$ cat src/rtl/bus_source_encoder.sv
// Registered one-hot-to-binary bus source encoder with multi-driver conflict tracking.
// Define BUS_ENC_RR_EN to rotate the winner among conflicting requesters.
module bus_source_encoder #(
    parameter int N_SRC = 32,
    parameter int SEL_W = $clog2(N_SRC),
    parameter int CNT_W = 8
) (
    input  logic             clk,
    input  logic             clr,
    input  logic [N_SRC-1:0] src_req,
    input  logic             err_clr,
    output logic [SEL_W-1:0] sel_out,
    output logic             sel_valid,
    output logic             conflict,
    output logic             conflict_sticky,
    output logic [CNT_W-1:0] conflict_cnt,
    output logic [N_SRC-1:0] conflict_vec
);

    function automatic logic [SEL_W-1:0] lowest_idx(input logic [N_SRC-1:0] v);
        lowest_idx = '0;
        for (int i = N_SRC - 1; i >= 0; i--) begin
            if (v[i]) lowest_idx = SEL_W'(i);
        end
    endfunction

    logic [SEL_W-1:0] sel_q, sel_d;
    logic             valid_q, valid_d;
    logic             conflict_q, conflict_d;
    logic             sticky_q, sticky_d;
    logic [CNT_W-1:0] cnt_q, cnt_d;
    logic [N_SRC-1:0] vec_q, vec_d;
    logic             any_req;
    logic             multi_req;
    logic [SEL_W-1:0] winner;

    assign any_req   = |src_req;
    // Clearing the lowest set bit leaves something only if two or more bits were set.
    assign multi_req = |(src_req & (src_req - N_SRC'(1)));

`ifdef BUS_ENC_RR_EN
    logic [SEL_W-1:0] rr_ptr_q, rr_ptr_d;
    logic [N_SRC-1:0] above_mask;
    logic [N_SRC-1:0] above_req;

    for (genvar gi = 0; gi < N_SRC; gi++) begin : g_above
        assign above_mask[gi] = (rr_ptr_q < SEL_W'(gi));
    end

    assign above_req = src_req & above_mask;
    // Nothing above the pointer means the search wraps back to index 0.
    assign winner    = (multi_req && |above_req) ? lowest_idx(above_req) : lowest_idx(src_req);
    assign rr_ptr_d  = multi_req ? winner : rr_ptr_q;

    always_ff @(posedge clk or posedge clr) begin
        if (clr) rr_ptr_q <= '0;
        else     rr_ptr_q <= rr_ptr_d;
    end
`else
    assign winner = lowest_idx(src_req);
`endif

    always_comb begin
        sel_d      = any_req ? winner : sel_q;
        valid_d    = any_req;
        conflict_d = multi_req;
        sticky_d   = sticky_q;
        cnt_d      = cnt_q;
        vec_d      = vec_q;
        if (err_clr) begin
            sticky_d = 1'b0;
            cnt_d    = '0;
            vec_d    = '0;
        end else if (multi_req) begin
            sticky_d = 1'b1;
            vec_d    = src_req;
            if (~&cnt_q) cnt_d = cnt_q + CNT_W'(1);
        end
    end

    always_ff @(posedge clk or posedge clr) begin
        if (clr) begin
            sel_q      <= '0;
            valid_q    <= 1'b0;
            conflict_q <= 1'b0;
            sticky_q   <= 1'b0;
            cnt_q      <= '0;
            vec_q      <= '0;
        end else begin
            sel_q      <= sel_d;
            valid_q    <= valid_d;
            conflict_q <= conflict_d;
            sticky_q   <= sticky_d;
            cnt_q      <= cnt_d;
            vec_q      <= vec_d;
        end
    end

    assign sel_out         = sel_q;
    assign sel_valid       = valid_q;
    assign conflict        = conflict_q;
    assign conflict_sticky = sticky_q;
    assign conflict_cnt    = cnt_q;
    assign conflict_vec    = vec_q;

endmodule
$ cat config.mk
export PLATFORM = sky130hd
export DESIGN_NAME = bus_source_encoder
export DESIGN_NICKNAME = d
export VERILOG_FILES = /design/src/rtl/bus_source_encoder.sv
export SDC_FILE = /design/constraint.sdc
export NUM_CORES = 1
export LEC_CHECK = 0
export CORE_ASPECT_RATIO = 0.5
export CORE_UTILIZATION = 44
export CTS_CLUSTER_DIAMETER = 80
export DETAILED_ROUTE_END_ITERATION = 7
export PLACE_DENSITY_LB_ADDON = 0.25
export SYNTH_ARGS = -nofsm -noshare
export SYNTH_HDL_FRONTEND = slang
export SYNTH_SLANG_ARGS = --single-unit
$ cat constraint.sdc
create_clock -name clk -period 1.5 [get_ports clk]
set_clock_uncertainty 0.15 [all_clocks]
set_input_delay 0.225 -clock clk [delete_from_list [all_inputs] [get_ports clk]]
set_output_delay 0.225 -clock clk [all_outputs]
set_load 0.02 [all_outputs]
## Word level (Yosys, flattened, before mapping)

Cells that the tools add are included.

| word-level totals | value |
|---|---|
| register bits after elaboration | 48 |

| operators by class | value |
|---|---|
| $add $sub $neg | 2 |
| equal/unequal tests | 1 |
| muxes and demuxes | 39 |
| bitwise logic cells | 1 |
| reduce and logical (&&, ||, !) cells | 5 |

Operator list:

| cell | count |
|---|---|
| $mux W5 | 32 |
| $mux W32 | 2 |
| $reduce_or A32 Y1 | 2 |
| $and A32 B32 Y32 | 1 |
| $sub A32 B1 Y32 const B | 1 |
| $mux W8 | 3 |
| $add A8 B1 Y8 const B | 1 |
| $reduce_and A8 Y1 | 1 |
| $mux W1 | 2 |
| $ne A2 B2 Y1 const B | 1 |
| $reduce_and A2 Y1 | 1 |
| $reduce_bool A2 Y1 | 1 |

## Longest topological paths before layout

| depth | value |
|---|---|
| word-level depth | 32 |
| mapped depth | 11 |
| gate-level depth less buffers | 7 |

## Least setup slack after synthesis

OpenSTA, ideal clock, no wires.

| path | value |
|---|---|
| kind | input port to flip-flop |
| from | in src_req[0] |
| to | reg cnt_q[7], in the netlist conflict_cnt[7] |
| setup time | 0.143 ns |
| arrival | 2.404 ns |
| required time | 1.207 ns |
| path slack | -1.197 ns |
| cell stages on the path | 11 |
| buffers on the path | 4 |
| path through | clkbuf_1 > nor4_4 > nand4_2 > buf_6 > nor2_1 > a21oi_1 > or4_1 > buf_1 > buf_2 > o311ai_1 > a221oi_1 |

| between the ends | value |
|---|---|
| word-level cells in the longest chain between the ends | 5 |

Ends and longest elaborated chain:

| what | line | RTL |
|---|---|---|
| from (decl) | 10 | `input logic [N_SRC-1:0] src_req,` |
| $sub A32 B1 Y32 | 39 | `assign multi_req = \|(src_req & (src_req - N_SRC'(1)));` |
| $and A32 B32 Y32 * | 39 |  |
| $reduce_or A32 Y1 * | 39 |  |
| $reduce_bool A2 Y1 (no source line) * | n/a |  |
| $reduce_and A2 Y1 (no source line) * | n/a |  |
| to (signal assigned) | 94 | `cnt_q <= cnt_d;` |
| to (decl) | 31 | `logic [CNT_W-1:0] cnt_q, cnt_d;` |

Every way passes the cells marked *; elsewhere a longest branch is shown, timed or not.
A chain may end at the register's enable or synchronous reset.

## Worst setup path in the final report

| path | value |
|---|---|
| from | in src_req[7] |
| to | reg cnt_q[3], in the netlist conflict_cnt[3] |

The elaborated chain is that of the path after synthesis.

==> flow_summary.yaml <==
clock_tree:
  htree_levels: 2
  cts_tree: "done"
  clock_tree.root_cell: "clkbuf_16"
  postCtsHoldBufs: 0
  insertion_delay_ns: 0.30
  cts_buffers: 5
  clock_sinks: 48
  cts.path.max_buffers: 2
  clk_pin_slew_ns: 0.07
die:
  core_area_um2: 6700
  start_util_pct: 45.5
  rows: 21
  ios: 83
  die_height_um: 60.9
  die_x_um: 120
  dieArea_um2: 7290
timing:
  max_slew_margin_pct: 46.1
  fin_crit_ns: 3.02
  fin_crit_sh_pct: 201
  worst_pin_slew_ns: 0.800
  drv_slew: 0
  clock.fmax_mhz: 331
  timing.final.ws_setup_ns: -1.52
  rsz0062_at_grt: "yes"
  hold_viol: 0
  report.final.setup_viol: 49
setup_path:
  crit_required_ns: 1.58
  slowest_stage: "or4_4"
  critPathMaxStageDelay_ns: 0.55
  cp_num_buf_inv: 3
  critical_path_class: "in -> reg"
  crit_chain: "buf_8 > nor4_4 > buf_4 > nand2_1 > a21oi_1 > o2111ai_4 > or3_4 > buf_6 > or4_4 > nand3_2"
  cp_max_fo: 6
  start_kind: "input port"
  cpLargestDelayFamily: "simple AND/OR/NAND/NOR gates"
  cp-end-kind: "flop"
  arrival_ns: 3.10
grt:
  grt-ovfl-total: 0
  grt_use_total_pct: 44.8
  grt_max_degree: 49
  grt_pass1_wl_mm: 24.4
  grt_pass1_vias: 4320
  antenna_found_initial: 2
logic_synthesis:
  yosys.area.top_type: "dfrtp_1"
  synth_cell_types: 48
  synth_most_common_cell: "a21oi_1"
  synth_edf_count: 0
  ys_seq_area_share_pct: 39.4
  synth.area.top_cells: "dfrtp_1 39%, o31ai_1 8.9%, a21oi_1 8.5%"
  ys.flop_type: "dfrtp_1"
  syn_area_um2: 3050
  synthTopCellsByCount: "52 x a21oi_1, 48 x dfrtp_1, 36 x o31ai_1"
  ys_warn_count: 0
  ys_ff_latch: 48
  syn_nets: 401
  syn_inst: 365
  netlist.area_leader.share_pct: 39.4
  ys_async_sr_fraction_pct: 100
  syn_avg_cell_area_um2: 8.35
drt:
  drt_pass1_iterations: 6
  via_per_inst: 7.77
  detail_route.wl_per_cell_um: 32.4
  totalWireLength_mm: 21.6
  ant_nets: 0
  via_count: 5185
  drt_iter0_markers: 1095
  drc: 0
power_and_ir_drop:
  power_frac_comb_pct: 30.7
  sequentialPowerShare_pct: 35.6
  p_switching_w: 0.00138
  power_density_nw_per_um2: 639
  p_clk_share_pct: 33.7
  p_leak_nw: 2.68
  ir_worst_vdd_v: 0.000749
  p_int_w: 0.00267
  switching_share_pct: 34.1
final_layout:
  final_util_pct: 94.6
  fin_nets: 608
  drive_above_1_share_pct: 53.1
  syn_to_final_growth_pct: 108
status:
  status: "complete, but fails checks"
  failed_checks: "negative setup slack"
worst_hold_path:
  hold_class: "in -> async"
placement:
  dp_hpwl_mm: 8.71
  portBuffers: 82
  gpl.final_weighted_congestion: 0.957
  dp_slack_ns: -1.89
job:
  drv_cap: 0
## stage by stage
step | instances | instance area, um^2 | hold slack (ns) | TNS, ns | total power [W]
5_1_grt | 667 | 6340 | 0.192 | -77.52 | 0.00412
6_report | 667 | 6340 | 0.168 | -60.48 | 0.00405
3_5_place_dp | 618 | 4750 | 0.333 | -79.86 | 0.00240
2_1_floorplan | 365 | 3130 | 0.105 | -45.67 | 0.00181
4_1_cts | 655 | 5990 | 0.167 | -41.62 | 0.00380
3_3_place_gp | 618 | 4750 | 0.333 | -80.10 | 0.00238
## path summary, 6_finish.rpt
| check | start | end | slack (ns) | cells past startpoint |
|---|---|---|---|---|
| worst min-delay path | clr | conflict_sticky | 0.17 | 3 |
| worst max-delay path | src_req[7] | conflict_cnt[3] | -1.52 | 10 |
| worst min register to register | conflict_sticky | conflict_sticky | 0.34 | 1 |
| max in group asynchronous | clr | conflict_vec[0] | 0.76 | 3 |
| min in group clk | src_req[5] | conflict_vec[5] | 0.19 | 4 |
| worst max register to register | conflict_cnt[1] | conflict_cnt[5] | -0.44 | 6 |
## sequential cells by signal, indices dropped and copies added, names as in the netlist
name / cells
conflict_sticky: 1
conflict_cnt: 8
sel_out: 5
sel_valid: 1
conflict: 1
conflict_vec: 32
## power by group through the flow
| stage | registers, W | logic, W | clock network, W |
|---|---|---|---|
| final | 0.00144 | 0.00124 | 0.00136 |
| after global routing | 0.00144 | 0.00129 | 0.00139 |
| after CTS | 0.00142 | 0.00104 | 0.00135 |
| after detailed placement | 0.00145 | 0.000946 | 0 |
| after global placement | 0.00145 | 0.000933 | 0 |
| after floorplan | 0.00156 | 0.000259 | 0 |
## cell families (layout without fill, tap and decap cells)
kind of cell             count (synthesis)  count (layout)  share of synthesized area (%)
adder cells (fa/ha/maj)                  1               1                          0.410
other                                    0               2                              0
buffers and inverters                   51             259                           6.77
flip-flops                              48              48                           39.4
AO/OA/AOI/OAI                          139             139                           29.5
AND/OR/NAND/NOR                        126             126                           23.9
## metal layers
| layer | vias up | track usage (%) | wire length (um) |
|---|---|---|---|
| met3 | 282 | 12.4 | 3710 |
| met2 | 699 | 75.2 | 8600 |
| li1 | 1853 | - | - |
| met5 | - | 0 | 0 |
| met4 | 0 | 20.0 | 2270 |
| met1 | 2351 | 55.7 | 7040 |
## tightest hold or removal path, delay by kind of cell
kind	cells	cell delay (ns)
buf+inv	3	0.78
## repair_timing
| item | in CTS | in global routing |
|---|---|---|
| pin swaps | 92 | 39 |
| resized for setup | 328 | 85 |
| cloned | 6 | 0 |
| endpoints found under the setup margin | 96 | 55 |
| buffers inserted | 24 | 15 |
| endpoints found under the hold margin | 0 | 0 |
## cells in the final DEF, fill, tap and decap left out, drive strengths merged, types with 7 or more instances in the layout
master,count
o31ai,36
nor4,11
clkbuf,12
nand3,11
dfrtp,48
a21oi,52
o21ai,17
dlygate4sd2,44
clkdlybuf4s15,7
nor3,16
nand2,9
nand4,36
inv,15
buf,175
nor2,22
## cell type report
cell class / instances / area (um^2)
multi-input cells: 266 / 2580
repair buffers: 235 / 2200
flip-flops and latches: 48 / 1200
fillers: 155 / 359
clock buffers: 5 / 125
well taps: 92 / 115
inverters: 16 / 66.3
clock inverters: 3 / 47.5
diodes: 2 / 5.00
Power figures use the tool's default switching activity.
